## src/rtl/dm_stb_pkg.sv

```systemverilog
// -----------------------------------------------------------------------------
// dm_stb_pkg
// Shared types and sizes for the data-memory store buffer.
//   STB_DEPTH / STB_AW / STB_DW : default geometry (entries, address, data bits)
//   STB_BE_W                    : byte lanes per word (DW/8)
//   STB_PTR_W                   : ring pointer width (log2 DEPTH)
//   stb_entry_t                 : one queued store {addr, data, be, pc}
//   stb_state_e                 : fence FSM states
// -----------------------------------------------------------------------------
package dm_stb_pkg;

   localparam int STB_DEPTH = 4;
   localparam int STB_AW    = 32;
   localparam int STB_DW    = 32;
   localparam int STB_BE_W  = STB_DW / 8;
   localparam int STB_PTR_W = $clog2(STB_DEPTH);

   typedef struct packed {
      logic [STB_AW-1:0]   addr;
      logic [STB_DW-1:0]   data;
      logic [STB_BE_W-1:0] be;
      logic [STB_AW-1:0]   pc;
   } stb_entry_t;

   typedef enum logic [1:0] {
      S_RUN   = 2'd0,
      S_FENCE = 2'd1,
      S_DONE  = 2'd2
   } stb_state_e;

endpackage

```

## src/rtl/stb_fwd_match.sv

```systemverilog
// -----------------------------------------------------------------------------
// stb_fwd_match
// Load-hit forwarding network for dm_store_buffer, present only when the
// STB_FWD_EN macro is defined (the module is not built otherwise).
// Compares the load word index against every valid entry and, per byte lane,
// picks the data of the youngest matching entry whose byte enable is set.
// Ports:
//   i_valid     per-entry valid bits
//   i_rd_ptr    ring index of the oldest entry (age reference)
//   i_ent_word  per-entry word index (addr[AW-1:2])
//   i_ent_data  per-entry lane-aligned data
//   i_ent_be    per-entry byte enables
//   i_ld_word   word index of the load in MEM
//   o_fwd_be    lanes supplied by the buffer
//   o_fwd_data  forwarded bytes, uncovered lanes are 0
// -----------------------------------------------------------------------------
`ifdef STB_FWD_EN
module stb_fwd_match
   import dm_stb_pkg::*;
#(
   parameter int DEPTH = STB_DEPTH,
   parameter int AW    = STB_AW,
   parameter int DW    = STB_DW
)
(
   input  logic [DEPTH-1:0]         i_valid,
   input  logic [$clog2(DEPTH)-1:0] i_rd_ptr,
   input  logic [AW-3:0]            i_ent_word [DEPTH],
   input  logic [DW-1:0]            i_ent_data [DEPTH],
   input  logic [DW/8-1:0]          i_ent_be   [DEPTH],
   input  logic [AW-3:0]            i_ld_word,
   output logic [DW/8-1:0]          o_fwd_be,
   output logic [DW/8-1:0][7:0]     o_fwd_data
);

   localparam int PTR_W = $clog2(DEPTH);
   localparam int BE_W  = DW / 8;

   // Walk entries oldest to youngest starting at the head; a later match
   // overwrites an earlier one lane by lane, so the youngest writer wins.
   always_comb begin
      logic [PTR_W-1:0] w_idx;
      o_fwd_be   = '0;
      o_fwd_data = '0;
      w_idx      = '0;
      for (int k = 0; k < DEPTH; k++) begin
         w_idx = i_rd_ptr + PTR_W'(k);
         if (i_valid[w_idx] && (i_ent_word[w_idx] == i_ld_word)) begin
            for (int l = 0; l < BE_W; l++) begin
               if (i_ent_be[w_idx][l]) begin
                  o_fwd_be[l]   = 1'b1;
                  o_fwd_data[l] = i_ent_data[w_idx][8*l +: 8];
               end
            end
         end
      end
   end

endmodule
`endif

```

## src/rtl/dm_store_buffer.sv

```systemverilog
// -----------------------------------------------------------------------------
// dm_store_buffer
// Posted-store FIFO between the MIPS MEM stage and data memory. Stores are
// queued in a ring buffer and drained to dm one per cycle; a fence handshake
// lets the core wait until every queued store has reached dm; loads that hit
// pending stores are either forwarded or stalled.
// Optional feature macro: STB_FWD_EN (defined: byte forwarding through
// stb_fwd_match, ld_conflict=0; undefined: ld_conflict stalls on any word hit).
// Ports:
//   CLK, Reset                 clock, synchronous active-high reset
//   st_valid/st_ready          store request handshake
//   st_addr/st_data/st_be/st_pc store payload (lane-aligned data)
//   dm_wr, dm_addr/wd/be/pc    head entry write towards dm
//   dm_busy                    dm stalls the head this cycle
//   ld_addr                    load address in MEM
//   ld_conflict, ld_fwd_be/data load-hit result
//   fence_req/fence_done       drain-to-empty request and completion pulse
//   empty                      no valid entries
//   dbg_state                  fence FSM state, for observation only
// -----------------------------------------------------------------------------
module dm_store_buffer
   import dm_stb_pkg::*;
#(
   parameter int DEPTH = STB_DEPTH,
   parameter int AW    = STB_AW,
   parameter int DW    = STB_DW
)
(
   input  logic            CLK,
   input  logic            Reset,
   input  logic            st_valid,
   output logic            st_ready,
   input  logic [AW-1:0]   st_addr,
   input  logic [DW-1:0]   st_data,
   input  logic [DW/8-1:0] st_be,
   input  logic [AW-1:0]   st_pc,
   output logic            dm_wr,
   output logic [AW-1:0]   dm_addr,
   output logic [DW-1:0]   dm_wd,
   output logic [DW/8-1:0] dm_be,
   output logic [AW-1:0]   dm_pc,
   input  logic            dm_busy,
   input  logic [AW-1:0]   ld_addr,
   output logic            ld_conflict,
   output logic [DW/8-1:0] ld_fwd_be,
   output logic [DW-1:0]   ld_fwd_data,
   input  logic            fence_req,
   output logic            fence_done,
   output logic            empty,
   output stb_state_e      dbg_state
);

   localparam int PTR_W = $clog2(DEPTH);
   localparam int CNT_W = PTR_W + 1;
   localparam int BE_W  = DW / 8;

   // Entry payload layout comes from dm_stb_pkg; AW/DW must match it.
   stb_entry_t       r_mem [DEPTH];
   logic [DEPTH-1:0] r_valid;
   logic [PTR_W-1:0] r_wr_ptr;
   logic [PTR_W-1:0] r_rd_ptr;
   logic [CNT_W-1:0] r_count;
   stb_state_e       r_state;

   stb_state_e       w_state_nxt;
   logic [CNT_W-1:0] w_count_nxt;
   logic             w_empty;
   logic             w_full;
   logic             w_push;
   logic             w_pop;
   stb_entry_t       w_new;
   stb_entry_t       w_head;

   // Handshakes: a store transfers at a rising edge where st_valid && st_ready
   // are both 1; a dm write transfers at an edge where dm_wr=1 (dm_busy=1
   // holds the head and forces dm_wr=0). st_ready and dm_wr depend only on
   // registered state plus dm_busy, never on st_valid.
   assign w_empty = (r_count == '0);
   assign w_full  = (r_count == CNT_W'(DEPTH));
   assign w_push  = st_valid && st_ready;
   assign w_pop   = dm_wr;
   assign dm_wr   = !w_empty && !dm_busy;
   assign empty   = w_empty;

   always_comb begin
      w_count_nxt = r_count;
      case ({w_push, w_pop})
         2'b10:   w_count_nxt = r_count + CNT_W'(1);
         2'b01:   w_count_nxt = r_count - CNT_W'(1);
         default: w_count_nxt = r_count;
      endcase
   end

   // ---------------- fence FSM: state register ----------------
   always_ff @(posedge CLK) begin
      if (Reset) r_state <= S_RUN;
      else       r_state <= w_state_nxt;
   end

   // ---------------- fence FSM: next state ----------------
   // The fence completes on the edge that leaves the buffer empty, which also
   // covers a store pushed alongside fence_req (it must drain first).
   always_comb begin
      w_state_nxt = r_state;
      case (r_state)
         S_RUN: begin
            if (fence_req) w_state_nxt = (w_count_nxt == '0) ? S_DONE : S_FENCE;
         end
         S_FENCE: begin
            if (w_count_nxt == '0) w_state_nxt = S_DONE;
         end
         S_DONE:  w_state_nxt = S_RUN;
         default: w_state_nxt = S_RUN;
      endcase
   end

   // ---------------- fence FSM: outputs ----------------
   // Using the registered count means a pop while full cannot raise st_ready.
   always_comb begin
      st_ready   = 1'b0;
      fence_done = 1'b0;
      case (r_state)
         S_RUN:   st_ready   = !w_full;
         S_DONE:  fence_done = 1'b1;
         default: begin
            st_ready   = 1'b0;
            fence_done = 1'b0;
         end
      endcase
   end

   assign dbg_state = r_state;

   // ---------------- ring buffer control ----------------
   // Push never targets the head slot while it is valid (st_ready=0 when
   // full), so set and clear of r_valid never collide on one bit.
   always_ff @(posedge CLK) begin
      if (Reset) begin
         r_wr_ptr <= '0;
         r_rd_ptr <= '0;
         r_count  <= '0;
         r_valid  <= '0;
      end else begin
         if (w_pop) begin
            r_valid[r_rd_ptr] <= 1'b0;
            r_rd_ptr          <= r_rd_ptr + PTR_W'(1);
         end
         if (w_push) begin
            r_valid[r_wr_ptr] <= 1'b1;
            r_wr_ptr          <= r_wr_ptr + PTR_W'(1);
         end
         r_count <= w_count_nxt;
      end
   end

   assign w_new = '{addr: st_addr, data: st_data, be: st_be, pc: st_pc};

   // Payload storage needs no reset: r_valid/r_count qualify every read.
   always_ff @(posedge CLK) begin
      if (w_push) r_mem[r_wr_ptr] <= w_new;
   end

   assign w_head  = w_empty ? '0 : r_mem[r_rd_ptr];
   assign dm_addr = w_head.addr;
   assign dm_wd   = w_head.data;
   assign dm_be   = w_head.be;
   assign dm_pc   = w_head.pc;

   // ---------------- load hit ----------------
   // Only the word index takes part in the compare.
   logic w_unused_ld_lsb;
   assign w_unused_ld_lsb = ^ld_addr[1:0];

`ifdef STB_FWD_EN
   logic [AW-3:0] w_ent_word [DEPTH];
   logic [DW-1:0] w_ent_data [DEPTH];
   logic [BE_W-1:0] w_ent_be [DEPTH];

   always_comb begin
      for (int i = 0; i < DEPTH; i++) begin
         w_ent_word[i] = r_mem[i].addr[AW-1:2];
         w_ent_data[i] = r_mem[i].data;
         w_ent_be[i]   = r_mem[i].be;
      end
   end

   stb_fwd_match #(
      .DEPTH (DEPTH),
      .AW    (AW),
      .DW    (DW)
   ) u_fwd_match (
      .i_valid    (r_valid),
      .i_rd_ptr   (r_rd_ptr),
      .i_ent_word (w_ent_word),
      .i_ent_data (w_ent_data),
      .i_ent_be   (w_ent_be),
      .i_ld_word  (ld_addr[AW-1:2]),
      .o_fwd_be   (ld_fwd_be),
      .o_fwd_data (ld_fwd_data)
   );

   assign ld_conflict = 1'b0;
`else
   logic w_word_hit;

   always_comb begin
      w_word_hit = 1'b0;
      for (int i = 0; i < DEPTH; i++) begin
         if (r_valid[i] && (r_mem[i].addr[AW-1:2] == ld_addr[AW-1:2])) w_word_hit = 1'b1;
      end
   end

   assign ld_conflict = w_word_hit;
   assign ld_fwd_be   = '0;
   assign ld_fwd_data = '0;
`endif

endmodule

```

## config.mk

```make
export PLATFORM = sky130hd
export DESIGN_NAME = dm_store_buffer
export DESIGN_NICKNAME = d
export VERILOG_FILES = /design/src/rtl/dm_stb_pkg.sv /design/src/rtl/stb_fwd_match.sv /design/src/rtl/dm_store_buffer.sv
export SDC_FILE = /design/constraint.sdc
export NUM_CORES = 1
export LEC_CHECK = 0
export BUFFER_PORTS_ARGS = -buffer_cell sky130_fd_sc_hd__buf_2
export CORE_UTILIZATION = 46
export DETAILED_ROUTE_END_ITERATION = 10
export MAX_ROUTING_LAYER = met4
export PLACE_DENSITY_LB_ADDON = 0.2
export SYNTH_ARGS = -nofsm -noshare
export SYNTH_HDL_FRONTEND = slang
export SYNTH_SLANG_ARGS = --single-unit
```

## constraint.sdc

```tcl
create_clock -name CLK -period 5.1 [get_ports CLK]
set_input_delay 0.51 -clock CLK [delete_from_list [all_inputs] [get_ports CLK]]
set_output_delay 0.51 -clock CLK [all_outputs]
set_load 0.05 [all_outputs]
```

==> impl_metrics.tcl, run 1 <==
set metrics [dict create \
    max_stage_delay_ps 780 \
    worst_pin_slew_ps 887 \
    synth_cell_type_count 34 \
    clk_path_buf_depth 3 \
    post-dp-hpwl_um 23400 \
    synthFlopType "edfxtp_1" \
    status "finished clean" \
    cts_made_buffers 44 \
    synth_top_area_share_pct 68.6 \
    async_flop_share_pct 0 \
    clk_root_buffer_cell "clkbuf_16" \
    critPathRequiredTime_ps 4590 \
    slowest_stage "dfxtp_4" \
    coreArea_um2 37600 \
    via_count 8861 \
    fmax_mhz 293 \
    worst-setup-path-type "reg2out" \
    p_int_w 0.00776 \
    synthTopCellsByArea "edfxtp_1 69%, mux4_2 13%, xnor2_1 3.9%, nor2b_1 3.6%, xor2_1 2.3%" \
    syn-instance-count 926 \
    arrival_ps 2900 \
    synthTopCellsByCount "400 x edfxtp_1, 102 x nor2b_1, 100 x mux4_2" \
    grt-ovfl-total 0 \
    layout_min_cycle_time_ps 3410 \
    syn_area_per_cell_um2 18.9 \
    hold_path_class "in2reg" \
    p_sw_share_pct 39.7 \
    ys_ff_latch 415 \
    io_pins 280 \
    tritoncts "built" \
    static-leakage-power_nw 6.96 \
    wl_per_cell_um 21.6 \
    htree_levels 2 \
    drt_iter0_drc 485 \
    globalplace.congestion 0.830 \
    critPathCaptureType "output pin" \
    hold_viol_final 0 \
    antenna_found_initial 5 \
    drv_cap 0 \
    start_util_pct 46.6 \
    synthToLayoutAreaGrowth_pct 17.0 \
    die_h_um 197 \
    synth_edf_count 400 \
    slew_violations 0 \
    power_frac_comb_pct 39.5 \
    clk_latency_ps 570 \
    synth_area_leader_cell "edfxtp_1" \
    viasPerCell 5.14 \
    die_area_um2 38800 \
    ir_drop_v 0.000401 \
    p_clk_share_pct 23.5 \
    rsz0062_at_grt "no" \
    fin_worst_skew_ps 21.4 \
    drive_gt1_share_pct 34.8 \
    nets 1320 \
    setup_tns_ps 0 \
    row_count 71 \
    drc 0 \
    post-cts-setup-buffers 0 \
    period_share_pct 66.8 \
    total_power_w 0.0129 \
    setup_viol 0 \
    crit_buf_inv 2 \
    relSlewSlack_pct 40.8 \
    cts_hold_buffers 0 \
    synth.yosys.warnings 0 \
    chipWidth_um 197 \
    grt_first_pass_wirelength_um 55300 \
    grt_pass1_vias 9047 \
    synth.most_common_cell "edfxtp_1" \
    crit_path_start_kind "flop" \
    path_delay_family "buffers and inverters" \
    cts_num_sinks 415 \
    power.density_nw_per_um2 628 \
    pwr-share-seq_pct 37.0 \
    drt-pass1-iter-count 4 \
    wl_um 37300 \
    p_switching_w 0.00511 \
    final_antenna_net_count 0 \
    path_max_fanout 32 \
    cts_resized 0 \
    yosysSeqAreaShare_pct 70.3 \
    grt_use_total_pct 20.1 \
    path_clk_slew_ps 50 \
    syn-cell-area_um2 17500 \
    portBuffers 241 \
    worstPathCellList "buf_4 > mux4_2 > nor2b_1 > buf_2" \
    grt_max_degree 56 \
]
## cells by family (layout without fill, tap and decap cells)
| group | after synthesis | after routing | share of synthesized area, % |
|---|---|---|---|
| other cells | 1 | 42 | 0.0214 |
| compound gates | 12 | 12 | 0.465 |
| fa+ha+maj | 10 | 10 | 0.758 |
| buf+inv | 92 | 339 | 3.31 |
| mux | 101 | 101 | 12.9 |
| xor+xnor | 124 | 124 | 6.20 |
| flops | 415 | 415 | 70.3 |
| simple gates | 171 | 171 | 6.00 |
## cell type report
cell class	instances	area, um^2
Clock inverter	27	230
Fill cell	3002	17100
Timing Repair Buffer	250	1350
Tap cell	511	639
Multi-Input combinational cell	454	4770
Clock buffer	54	1140
Inverter	8	30.0
Sequential cell	415	12300
Antenna cell	6	15.0
## state kept, by name, summed over array words and instances, names as in the netlist, named ones only
register / cells
dbg_state: 2
r_count: 3
r_wr_ptr: 2
r_rd_ptr: 2
r_mem: 400
r_valid: 4
## final timing paths
check,slack [ps],cells past startpoint,end,from
hold reg to reg,550,1,dbg_state[1],dbg_state[1]
setup / recovery,1690,4,dm_pc[24],flop
hold / removal,160,1,r_mem[1][87],st_addr[19]
setup reg to reg,2250,12,dbg_state[0],r_count[0]
## metrics by stage
| step | utilization [%] | worst slack [ps] | instances | area, um^2 | hold slack, ps |
|---|---|---|---|---|---|
| floorplan | - | 2080 | 961 | 17600 | 456 |
| global route | 54.5 | 1440 | 1724 | 20500 | 127 |
| CTS | 54.5 | 1540 | 1719 | 20500 | 121 |
| finish | 54.5 | 1690 | 1725 | 20500 | 155 |
| detailed placement | 50.8 | 2140 | 1638 | 19100 | 547 |
| global placement | 50.8 | 2160 | 1638 | 19100 | 522 |
## per-layer routing
| metal | global-route usage [%] | wire length, um | share of wire, % | up-vias |
|---|---|---|---|---|
| met5 | - | 0 | 0 | - |
| met4 | 5.71 | 660 | 1.8 | 0 |
| met3 | 5.34 | 2670 | 7.2 | 39 |
| met2 | 30.1 | 17900 | 48 | 263 |
| met1 | 27.1 | 16100 | 43 | 4523 |
| li1 | - | - | - | 4036 |
## power by group through the flow
stage | clock, W | combinational (W) | sequential [W]
floorplan | 0 | 0.00401 | 0.00471
global placement | 0 | 0.00515 | 0.00481
detailed placement | 0 | 0.00516 | 0.00484
CTS | 0.00310 | 0.00517 | 0.00477
global route | 0.00322 | 0.00538 | 0.00483
finish | 0.00303 | 0.00508 | 0.00476
## placed cells by master (no fill, tap or decap), types with 2 or more instances in the layout
cell type / n
a21oi_1: 6
and3_4: 4
buf_12: 6
buf_2: 241
buf_4: 3
bufinv_16: 3
clkbuf_1: 10
clkbuf_16: 44
clkinv_1: 13
clkinv_2: 7
clkinv_8: 3
conb_1: 36
dfxtp_1: 13
dfxtp_4: 2
diode_2: 6
edfxtp_1: 400
ha_1: 9
inv_1: 8
mux4_2: 100
nand2_1: 6
nand4_1: 25
nor2_1: 10
nor2b_1: 102
nor4_1: 17
o21ai_0: 2
xnor2_1: 78
xor2_1: 46
No activity file was read; power rests on OpenSTA's default activity.
==> run 2: changes to the inputs <==
==> constraint.sdc (replaced) <==
create_clock -name CLK -period 3.39 [get_ports CLK]
set_input_delay 0.339 -clock CLK [delete_from_list [all_inputs] [get_ports CLK]]
set_output_delay 0.339 -clock CLK [all_outputs]
set_load 0.05 [all_outputs]
==> run 2 against run 1 <==
Against the previous run:
- clock power is 50% higher
- combinational power is 56% higher
- count of clock-buffer cells in the layout stayed put
- sequential cell count stayed put
- sequential power is 49% higher
- clock skew is 1.4 ps lower
- first-iteration DRC count is 1.4% higher
- final cell count is 5.8% higher
- worst hold slack worse by 33 ps
- via count is 4.1% higher
- core utilization is 3.0 points higher
- register-to-register slack worse by 1700 ps
- critical path type unchanged
- critical endpoint is now dm_addr[8]
- highest routed layer unchanged
==> impl_metrics.tcl, run 2 (synthesis results as in run 1) <==
set metrics [dict create \
    p_int_w 0.0119 \
    start_util_pct 46.6 \
    static-leakage-power_nw 7.44 \
    io_pins 280 \
    drc 0 \
    grt_max_degree 103 \
    clk_latency_ps 560 \
    die_area_um2 38800 \
    fmax_mhz 347 \
    synthToLayoutAreaGrowth_pct 23.4 \
    wl_per_cell_um 20.6 \
    num_antenna_cells 0 \
    path_delay_family "flip-flops" \
    antenna_found_initial 0 \
    worstPathCellList "buf_4 > mux4_2 > nor2b_1 > buf_2" \
    drt_iter0_drc 492 \
    dp_cells 1644 \
    worst_pin_slew_ps 714 \
    die_h_um 197 \
    reg2reg_from "r_count[0]" \
    final_cell_mix "400 x edfxtp_1, 241 x buf_2, 102 x nor2b_1" \
    arrival_ps 2540 \
    drv_cap 0 \
    grt_use_total_pct 20.2 \
    place_area_um2 19200 \
    tritoncts "built" \
    slew_violations 0 \
    hp-start "fence_req" \
    timing.final.ws_setup_ps 507 \
    crit_buf_inv 2 \
    cts_resized 0 \
    power.density_nw_per_um2 906 \
    clk_root_buffer_cell "clkbuf_16" \
    largest_register_ffs 400 \
    post-cts-setup-buffers 0 \
    viasPerCell 5.05 \
    setup_tns_ps 0 \
    p_clk_share_pct 23.2 \
    fin_util_pct 57.5 \
    status "finished clean" \
    critPathRequiredTime_ps 3050 \
    max_stage_delay_ps 730 \
    cts_made_buffers 44 \
    nets 1426 \
    wl_um 37500 \
    stdcell_area_um2 21600 \
    p_switching_w 0.00768 \
    ir_drop_v 0.000647 \
    reg_top3 "r_mem x400, r_valid x4, r_count x3" \
    grt_first_pass_wirelength_um 56100 \
    relSlewSlack_pct 52.4 \
    setup_viol 0 \
    path_max_fanout 25 \
    pre_cts_ws_ps 563 \
    worst-setup-path-type "reg2out" \
    slowest_stage "dfxtp_4" \
    row_count 71 \
    clk_path_buf_depth 3 \
    via_count 9223 \
    drive_gt1_share_pct 32.6 \
    period_share_pct 85.0 \
    crit_path_start_kind "flop" \
    final_antenna_net_count 0 \
    grt-ovfl-total 0 \
    cts_num_sinks 415 \
    hold_viol_final 0 \
    power_frac_comb_pct 40.5 \
    htree_levels 2 \
    p_sw_share_pct 39.2 \
    pwr-share-seq_pct 36.3 \
    grt_pass1_vias 9586 \
    chipWidth_um 197 \
    path_clk_slew_ps 60 \
    drt-pass1-iter-count 5 \
    coreArea_um2 37600 \
    hold_path_class "in2reg" \
    final_common_cell "edfxtp_1" \
    final_cells 1825 \
    fin_worst_skew_ps 20.0 \
    layout_min_cycle_time_ps 2880 \
    critPathCaptureType "output pin" \
    portBuffers 241 \
    regMostFlops "r_mem" \
    globalplace.congestion 0.851 \
    rsz0062_at_grt "no" \
    post-dp-hpwl_um 23100 \
]
==> run 2: cell count changes in the layout (fill, tap and decap cells not counted), sizes merged <==
cell and delta:
buf +6, clkinv -2, diode -6, dlygate4sd3 +100
inv +2
==> run 2: final timing paths <==
kind              cells after the start      endpoint  slack [ps]
hold / removal                        3  dbg_state[0]         120
hold reg to reg                       2          flop         520
setup / recovery                      4    dm_addr[8]         510
setup reg to reg                     12  dbg_state[0]         580
==> run 2: metrics by stage <==
| stage | total power [W] | hold WS [ps] |
|---|---|---|
| after floorplan | 0.0131 | 408 |
| after global placement | 0.0151 | 511 |
| after detailed placement | 0.0152 | 520 |
| after CTS | 0.0199 | 79.0 |
| after global routing | 0.0205 | 104 |
| final | 0.0196 | 122 |
==> run 2: per-layer routing <==
| layer | track usage, % | up-vias | part of all wire, % |
|---|---|---|---|
| li1 | - | 4236 | - |
| met1 | 26.3 | 4655 | 43 |
| met2 | 31.9 | 289 | 49 |
| met3 | 5.29 | 43 | 6.7 |
| met4 | 4.85 | 0 | 1.7 |
| met5 | - | - | 0 |
==> run 2: repair_timing <==
item | 4_1_cts | 5_1_grt
hold buffers | 100 | 0
endpoints found under the setup margin | 0 | 0
hold endpoints to repair | 400 | 0
==> run 2: worst register-to-register path: cells and delay by family, from the launching register on <==
kind                     cells  cell delay [ps]
AND/OR/NAND/NOR              5              890
flip-flops                   1              470
AO/OA/AOI/OAI                3              620
adder cells (fa/ha/maj)      2              620
buffers and inverters        2              120
==> run 2: area by class of cell <==
type	instances	area (um^2)
inverters	8	30.0
clock inverters	27	213
repair buffers	356	2480
clock buffers	54	1160
multi-input cells	454	4770
flip-flops and latches	415	12300
well taps	511	639
fillers	2883	16000
==> run 2: power by group through the flow <==
stage	Clock, W	Combinational [W]	Sequential, W
after global routing	0.00487	0.00841	0.00719
after global placement	0	0.00793	0.00718
after CTS	0.00468	0.00806	0.00712
final	0.00454	0.00792	0.00710
after floorplan	0	0.00604	0.00709
after detailed placement	0	0.00794	0.00722
